$ cat config.mk
export PLATFORM = sky130hd
export DESIGN_NAME = adder_arbiter
export DESIGN_NICKNAME = d
export VERILOG_FILES = /design/src/rtl/adder_arb_pkg.sv /design/src/rtl/adder_arb_tag_fifo.sv /design/src/rtl/adder_arbiter.sv
export SDC_FILE = /design/constraint.sdc
export NUM_CORES = 1
export LEC_CHECK = 0
export ABC_AREA = 1
export CAP_MARGIN = 20
export CORE_AREA = 2 2 146 148
export CTS_CLUSTER_DIAMETER = 100
export DETAILED_ROUTE_END_ITERATION = 12
export DIE_AREA = 0 0 148 150
export PLACE_DENSITY = 0.78
export SYNTH_ARGS = -nofsm -noshare
export SYNTH_HDL_FRONTEND = slang
export SYNTH_SLANG_ARGS = --single-unit
$ cat constraint.sdc
create_clock -name clk -period 7.3 [get_ports clk]
set_input_delay 1.46 -clock clk [delete_from_list [all_inputs] [get_ports clk]]
set_output_delay 1.46 -clock clk [all_outputs]
set_load 0.005 [all_outputs]
$ cat src/rtl/adder_arb_pkg.sv
// Shared types and helpers for the adder arbiter: tag type, index width and
// the round-robin search used to pick the next requester.
package adder_arb_pkg;

  localparam int MAX_REQ = 16;
  localparam int TAG_W   = 4;

  typedef logic [TAG_W-1:0] tag_t;

  typedef struct packed {
    logic found;
    tag_t idx;
  } pick_t;

  function automatic int req_idx_w(input int n);
    return (n > 1) ? $clog2(n) : 1;
  endfunction

  // First valid requester at or after ptr, wrapping modulo n.
  function automatic pick_t rr_pick(input logic [MAX_REQ-1:0] valid, input tag_t ptr, input int n);
    pick_t res;
    int    c;
    res = '{found: 1'b0, idx: tag_t'(0)};
    for (int k = 0; k < MAX_REQ; k++) begin
      c   = (int'(ptr) + k >= n) ? int'(ptr) + k - n : int'(ptr) + k;
      res = (k < n && !res.found && valid[c[3:0]]) ? '{found: 1'b1, idx: tag_t'(c)} : res;
    end
    return res;
  endfunction

endpackage

$ cat src/rtl/adder_arb_tag_fifo.sv
// Tag FIFO remembering which requester issued each in-flight adder operation.
// A push into a full FIFO is accepted when a pop happens in the same cycle.
module adder_arb_tag_fifo
  import adder_arb_pkg::*;
#(
  parameter  int DEPTH = 8,
  localparam int CNT_W = $clog2(DEPTH + 1)
) (
  input  logic             clk,
  input  logic             resetn,
  input  logic             push,
  input  tag_t             push_tag,
  input  logic             pop,
  output tag_t             head,
  output logic             full,
  output logic             empty,
  output logic [CNT_W-1:0] count
);

  localparam int AW = (DEPTH > 1) ? $clog2(DEPTH) : 1;

  tag_t             mem [DEPTH];
  logic [AW-1:0]    wr_ptr;
  logic [AW-1:0]    rd_ptr;
  logic             do_push;
  logic             do_pop;

  assign full    = (count == CNT_W'(DEPTH));
  assign empty   = (count == CNT_W'(0));
  assign do_pop  = pop && !empty;
  assign do_push = push && (!full || do_pop);
  assign head    = mem[rd_ptr];

  // Tag storage, written at the tail.
  always_ff @(posedge clk) begin
    if (do_push) begin
      mem[wr_ptr] <= push_tag;
    end
  end

  // Pointers and occupancy.
  always_ff @(posedge clk or negedge resetn) begin
    if (!resetn) begin
      wr_ptr <= AW'(0);
      rd_ptr <= AW'(0);
      count  <= CNT_W'(0);
    end else begin
      if (do_push) begin
        wr_ptr <= (wr_ptr == AW'(DEPTH - 1)) ? AW'(0) : wr_ptr + AW'(1);
      end
      if (do_pop) begin
        rd_ptr <= (rd_ptr == AW'(DEPTH - 1)) ? AW'(0) : rd_ptr + AW'(1);
      end
      case ({do_push, do_pop})
        2'b10:   count <= count + CNT_W'(1);
        2'b01:   count <= count - CNT_W'(1);
        default: count <= count;
      endcase
    end
  end

endmodule

$ cat src/rtl/adder_arbiter.sv
// Round-robin, credit-limited arbiter sharing one pipelined adder between
// NUM_REQ requesters. Define ADDER_ARB_STATS_EN to add grant/stall counters.
module adder_arbiter
  import adder_arb_pkg::*;
#(
  parameter  int NUM_REQ      = 4,
  parameter  int BITS         = 16,
  parameter  int NUM          = 4,
  parameter  int MAX_INFLIGHT = 8,
  localparam int CNT_W        = $clog2(MAX_INFLIGHT + 1)
) (
  input  logic                        clk,
  input  logic                        resetn,
  input  logic [NUM_REQ-1:0]          req_valid,
  output logic [NUM_REQ-1:0]          req_ready,
  input  logic [NUM_REQ*NUM*BITS-1:0] req_data,
  output logic                        add_valid,
  output logic [NUM*BITS-1:0]         add_data,
  input  logic                        add_valid_out,
  input  logic [BITS-1:0]             add_o,
  output logic [NUM_REQ-1:0]          rsp_valid,
  output logic [BITS-1:0]             rsp_data,
  output logic [CNT_W-1:0]            inflight,
  output logic                        err_orphan
`ifdef ADDER_ARB_STATS_EN
  ,
  output logic [31:0]                 stat_grants,
  output logic [31:0]                 stat_stalls
`endif
);

  localparam int REQ_IDX_W = req_idx_w(NUM_REQ);

  logic [REQ_IDX_W-1:0] rr;
  logic [MAX_REQ-1:0]   valid_ext;
  pick_t                pick;
  logic                 credit_ok;
  logic                 grant;
  logic                 pop;
  logic                 orphan;
  tag_t                 head;
  logic                 fifo_full;
  logic                 fifo_empty;
  logic [NUM*BITS-1:0]  issue_data;

  // Widen the request vector to the search function's fixed width.
  always_comb begin
    valid_ext              = '0;
    valid_ext[NUM_REQ-1:0] = req_valid;
  end

  // A returning result frees its slot in the same cycle, so a full FIFO can still grant.
  assign pick      = rr_pick(valid_ext, tag_t'(rr), NUM_REQ);
  assign credit_ok = !fifo_full || add_valid_out;
  assign grant     = resetn && credit_ok && pick.found;
  assign pop       = add_valid_out && !fifo_empty;
  assign orphan    = add_valid_out && fifo_empty;
  assign rsp_data  = add_o;

  // One-hot grant and response strobes plus the winner's operand slice.
  always_comb begin
    req_ready  = '0;
    rsp_valid  = '0;
    issue_data = '0;
    for (int r = 0; r < NUM_REQ; r++) begin
      req_ready[r] = grant && (pick.idx == tag_t'(r));
      rsp_valid[r] = resetn && pop && (head == tag_t'(r));
      issue_data   = (pick.idx == tag_t'(r)) ? req_data[r*NUM*BITS +: NUM*BITS] : issue_data;
    end
  end

  adder_arb_tag_fifo #(
    .DEPTH (MAX_INFLIGHT)
  ) u_tag_fifo (
    .clk      (clk),
    .resetn   (resetn),
    .push     (grant),
    .push_tag (pick.idx),
    .pop      (pop),
    .head     (head),
    .full     (fifo_full),
    .empty    (fifo_empty),
    .count    (inflight)
  );

  // Issue register towards the adder and round-robin pointer update.
  always_ff @(posedge clk or negedge resetn) begin
    if (!resetn) begin
      add_valid <= 1'b0;
      add_data  <= '0;
      rr        <= REQ_IDX_W'(0);
    end else begin
      add_valid <= grant;
      if (grant) begin
        add_data <= issue_data;
        rr       <= (pick.idx == tag_t'(NUM_REQ - 1)) ? REQ_IDX_W'(0)
                                                      : REQ_IDX_W'(pick.idx + tag_t'(1));
      end else begin
        add_data <= add_data;
        rr       <= rr;
      end
    end
  end

  // Sticky flag for a result with no matching tag.
  always_ff @(posedge clk or negedge resetn) begin
    if (!resetn) begin
      err_orphan <= 1'b0;
    end else if (orphan) begin
      err_orphan <= 1'b1;
    end else begin
      err_orphan <= err_orphan;
    end
  end

`ifdef ADDER_ARB_STATS_EN
  // Handshake and credit-stall counters, wrapping at 2^32.
  always_ff @(posedge clk or negedge resetn) begin
    if (!resetn) begin
      stat_grants <= 32'd0;
      stat_stalls <= 32'd0;
    end else begin
      if (grant) begin
        stat_grants <= stat_grants + 32'd1;
      end
      if (|req_valid && !grant) begin
        stat_stalls <= stat_stalls + 32'd1;
      end
    end
  end
`endif

endmodule

==> impl.org <==
** Route
- Met3 Wirelength :: 2.47 mm
- After detailed routing, the number of remaining DRC violations is 0.
- Initial DRT Pass Iterations :: 5
- Via Count :: 9308
- Detail-routed via count per cell :: 4.89
- Detailed Route WL :: 29.0 mm
- Routed WL per cell :: 15.2 um
- Number of routed nets with antenna violations :: 0
- Wire segments on met2 add up to 14.5 mm in the final route.
- After the first detailed-routing iteration, the DRC count stood at 486.
- Topmost layer with routed signal wires :: met4
- In the final routing, the length of wire on met1 measures 11.4 mm.

** Critical path
- By startpoint and endpoint, the worst setup path is classified as input pin to output pin.
- Critical Path End Type :: output pin
- Across all register-to-register paths, the minimum setup slack is 3.02 ns.
- Max Fanout on Critical Path :: 44
- Walking the worst path, the cells encountered are clkdlybuf4s50_1, inv_1, nand2_1, nand3_1, nand2_1, inv_2, nand2_1, nor2_1, nand2_1, nand2_1, nand2_1, o21ai_0, inv_1, ha_4, nand2_1, nor2_1, clkdlybuf4s50_1.
- Among all stages on the critical path, the largest delay is contributed by clkdlybuf4s50_1.
- Counting stages on the worst path, the most repeated cell is nand2_1.
- Worst stage delay on the critical path :: 0.52 ns
- Data arrives at the worst endpoint at 4.38 ns.
- CP required :: 5.84 ns
- The worst setup path is launched from an input pin.

** Synthesis
- In this run, synthesis produced a sequential element count of 110.
- Yosys mapped the design onto 31 distinct sky130hd cell types.
- The synthesized design spends more area on one cell type than any other, namely dfrtp_1.
- For this run, the number of Yosys warnings is 0.
- After synthesis, the cell types taking the most area are dfrtp_1 23%, nand2_1 22%, nand3_1 12%, edfxtp_1 12%, inv_1 8.2%.
- Post-Syn Instances :: 1361
- Synth Flop Type :: dfrtp_1
- EDFF count, synth :: 32
- In the synthesized netlist the async set-or-reset flop fraction comes to 70.9%.
- By count the netlist is led by 489 x nand2_1, 207 x nand3_1, 182 x inv_1.
- Sequential cells were found to cover 34.9% of the synthesized design area.
- Most common cell in the netlist :: nand2_1
- Average cell area after synthesis :: 6.14 um2
- The share of synthesized area in the top cell type comes to 23.4%.
- Netlist area before placement :: 8350 um2
- Synthesized netlist net count :: 1656

** Die
- Core outline area :: 20700 um2
- Chip Width :: 148 um
- Vertical die dimension :: 150 um
- The die covers 22200 um2.
- For this configuration, the core starts out at a cell density of 40.4%.
- Num rows :: 53
- During I/O placement, the number of pins put on the boundary was 373.

** Timing
- Headroom to the max-slew limit :: 33.5%
- The count of pins over their slew limit came to 0.
- Final clock period utilization by the worst path :: 80.1%
- Setup violation total in the final timing report :: 0
- On the final layout, the worst clock skew is 0.0117 ns.
- Number of hold-slack violations in the final timing report :: 0
- Setup total negative slack on the finished layout was measured at 0 ns.
- Setup repair after global routing missed its margin :: false
- Achievable frequency :: 171 MHz
- The routed design could run at a clock period as short as 5.84 ns.
- Worst-Margin Slew :: 0.998 ns
- Worst hold-check slack :: 0.480 ns

** GRT
- Summed over all layers, the global routing overflow is 0.
- First-pass GRT wire length :: 44.5 mm
- Pin count of the biggest net entering global routing :: 103
- The number of global-route vias before repair came to 8317.
- The initial antenna violation count was 4.
- Global routing used 25.5% of the available tracks.

** Worst hold path
- In this run the worst hold path is classified as flip-flop to flip-flop.

** Finish
- Share of post-route cells with drive strength above 1 :: 2.46%
- For this run, the post-layout net count is 1915.
- Growth of design area from synthesis to finish :: 44.0%

** CTS
- Clock-pin slew was measured on the worst setup and hold paths at 0.08 ns.
- The clock tree synthesis step divided the H-tree into 3 levels.
- Post-CTS setup repair buffer count :: 0
- CTS Root Buffer Type :: clkbuf_16
- Cts-stage hold buffer count :: 0
- TritonCTS clock tree :: built
- Clock tree synthesis inserted a total of 9 buffers.
- In this run, post-CTS repair resized a total of 0 instances.
- The clock passes through at most 2 buffers.
- Sink count of the clock tree :: 110
- For the worst-skew pair, the clock arrives at the later sink with an insertion delay of 0.36 ns.

** Place
- Final HPWL from detailed placement :: 20.6 mm
- Final GP Congestion :: 0.918
- Port-buffer cells :: 340

** Power and ir drop
- Cell internal pwr :: 3.01 mW
- Net switching fraction of the power :: 53.8%
- Across the VDD grid, the largest voltage drop is 0.512 mV.
- Switching power total :: 3.51 mW
- Power per unit of standard cell area :: 542 nW/um2
- Leakage power :: 6.32 nW
- Clock network power share :: 8.1%
- Combinational power share :: 74.9%
- The design draws 6.52 mW.
- Sequential power share :: 16.9%

** Run status
- Run status :: completed

** Run
- Across the run, the number of max-cap violations was 0.
==> placed cells by master (no fill, tap or decap), types with 9 or more instances in the layout <==
| master | count |
|---|---|
| buf_4 | 11 |
| clkbuf_16 | 9 |
| clkdlybuf4s50_1 | 339 |
| clkinv_1 | 40 |
| dfrtp_1 | 78 |
| edfxtp_1 | 32 |
| ha_1 | 13 |
| inv_1 | 182 |
| nand2_1 | 487 |
| nand3_1 | 207 |
| nor2_1 | 95 |
| o21ai_0 | 61 |
| o21ai_1 | 22 |
==> layout make-up <==
| cell class | instances | area (um2) |
|---|---|---|
| clock inverters | 7 | 91.3 |
| multi-input cells | 924 | 4120 |
| well taps | 275 | 344 |
| repair buffers | 350 | 3480 |
| flip-flops and latches | 110 | 2910 |
| clock buffers | 9 | 225 |
| inverters | 225 | 845 |
| diodes | 4 | 10.0 |
| fillers | 1989 | 8660 |
==> sequential cells by signal, indices dropped and copies added, names as in the netlist <==
name               count
add_data              64
err_orphan             1
u_tag_fifo.rd_ptr      3
u_tag_fifo.mem        32
add_valid              1
u_tag_fifo.wr_ptr      3
rr                     2
u_tag_fifo.count       4
==> power by group through the flow <==
stage	logic [mW]	registers (mW)	clock network, mW
4_1_cts	4.93	1.10	0.546
6_report	4.89	1.10	0.531
3_5_place_dp	4.92	1.10	0
5_1_grt	5.58	1.13	0.568
2_1_floorplan	3.52	1.09	0
3_3_place_gp	4.81	1.10	0
==> worst max-delay path, delay by kind of cell <==
kind                       cells  cell delay (ns)
and+or+nand+nor               10             0.82
adders and majority gates      1             0.50
buffers and inverters          5             1.41
AOI/OAI and AO/OA              1             0.17
==> cells by family after synthesis <==
| family | count (synthesis) | synth area share, % |
|---|---|---|
| AND/OR/NAND/NOR | 803 | 39.7 |
| AO/OA/AOI/OAI | 100 | 6.43 |
| XOR/XNOR | 5 | 0.524 |
| adder cells (fa/ha/maj) | 16 | 2.40 |
| flip-flops | 110 | 34.9 |
| buffers and inverters | 327 | 16.1 |
==> worst paths after layout <==
path                              startpoint      endpoint  depth (start not counted)
worst max register to register         rr[0]  add_data[31]                         19
worst min-delay path            add_data[12]  add_data[12]                          2
min in group asynchronous             resetn         rr[0]                          1
worst max-delay path            req_valid[3]  req_ready[1]                         17
max in group asynchronous             resetn  add_data[35]                          2
worst min register to register  add_data[12]  add_data[12]                          2
==> stage by stage <==
step	cells	util (%)	setup slack, ns	area (um2)
2_1_floorplan	1361	-	2.47	8350
3_3_place_gp	1884	56.5	1.54	11700
3_5_place_dp	1884	56.5	1.45	11700
4_1_cts	1900	58.1	1.45	12000
5_1_grt	1904	58.1	1.12	12000
6_report	1904	58.1	1.46	12000
==> metal layers <==
| layer | vias up | GRT usage (%) |
|---|---|---|
| met2 | 353 | 42.9 |
| li1 | 4675 | - |
| met3 | 49 | 7.10 |
| met4 | 0 | 8.24 |
| met5 | - | 0 |
| met1 | 4231 | 31.6 |
No activity file was read; power rests on OpenSTA's default activity.
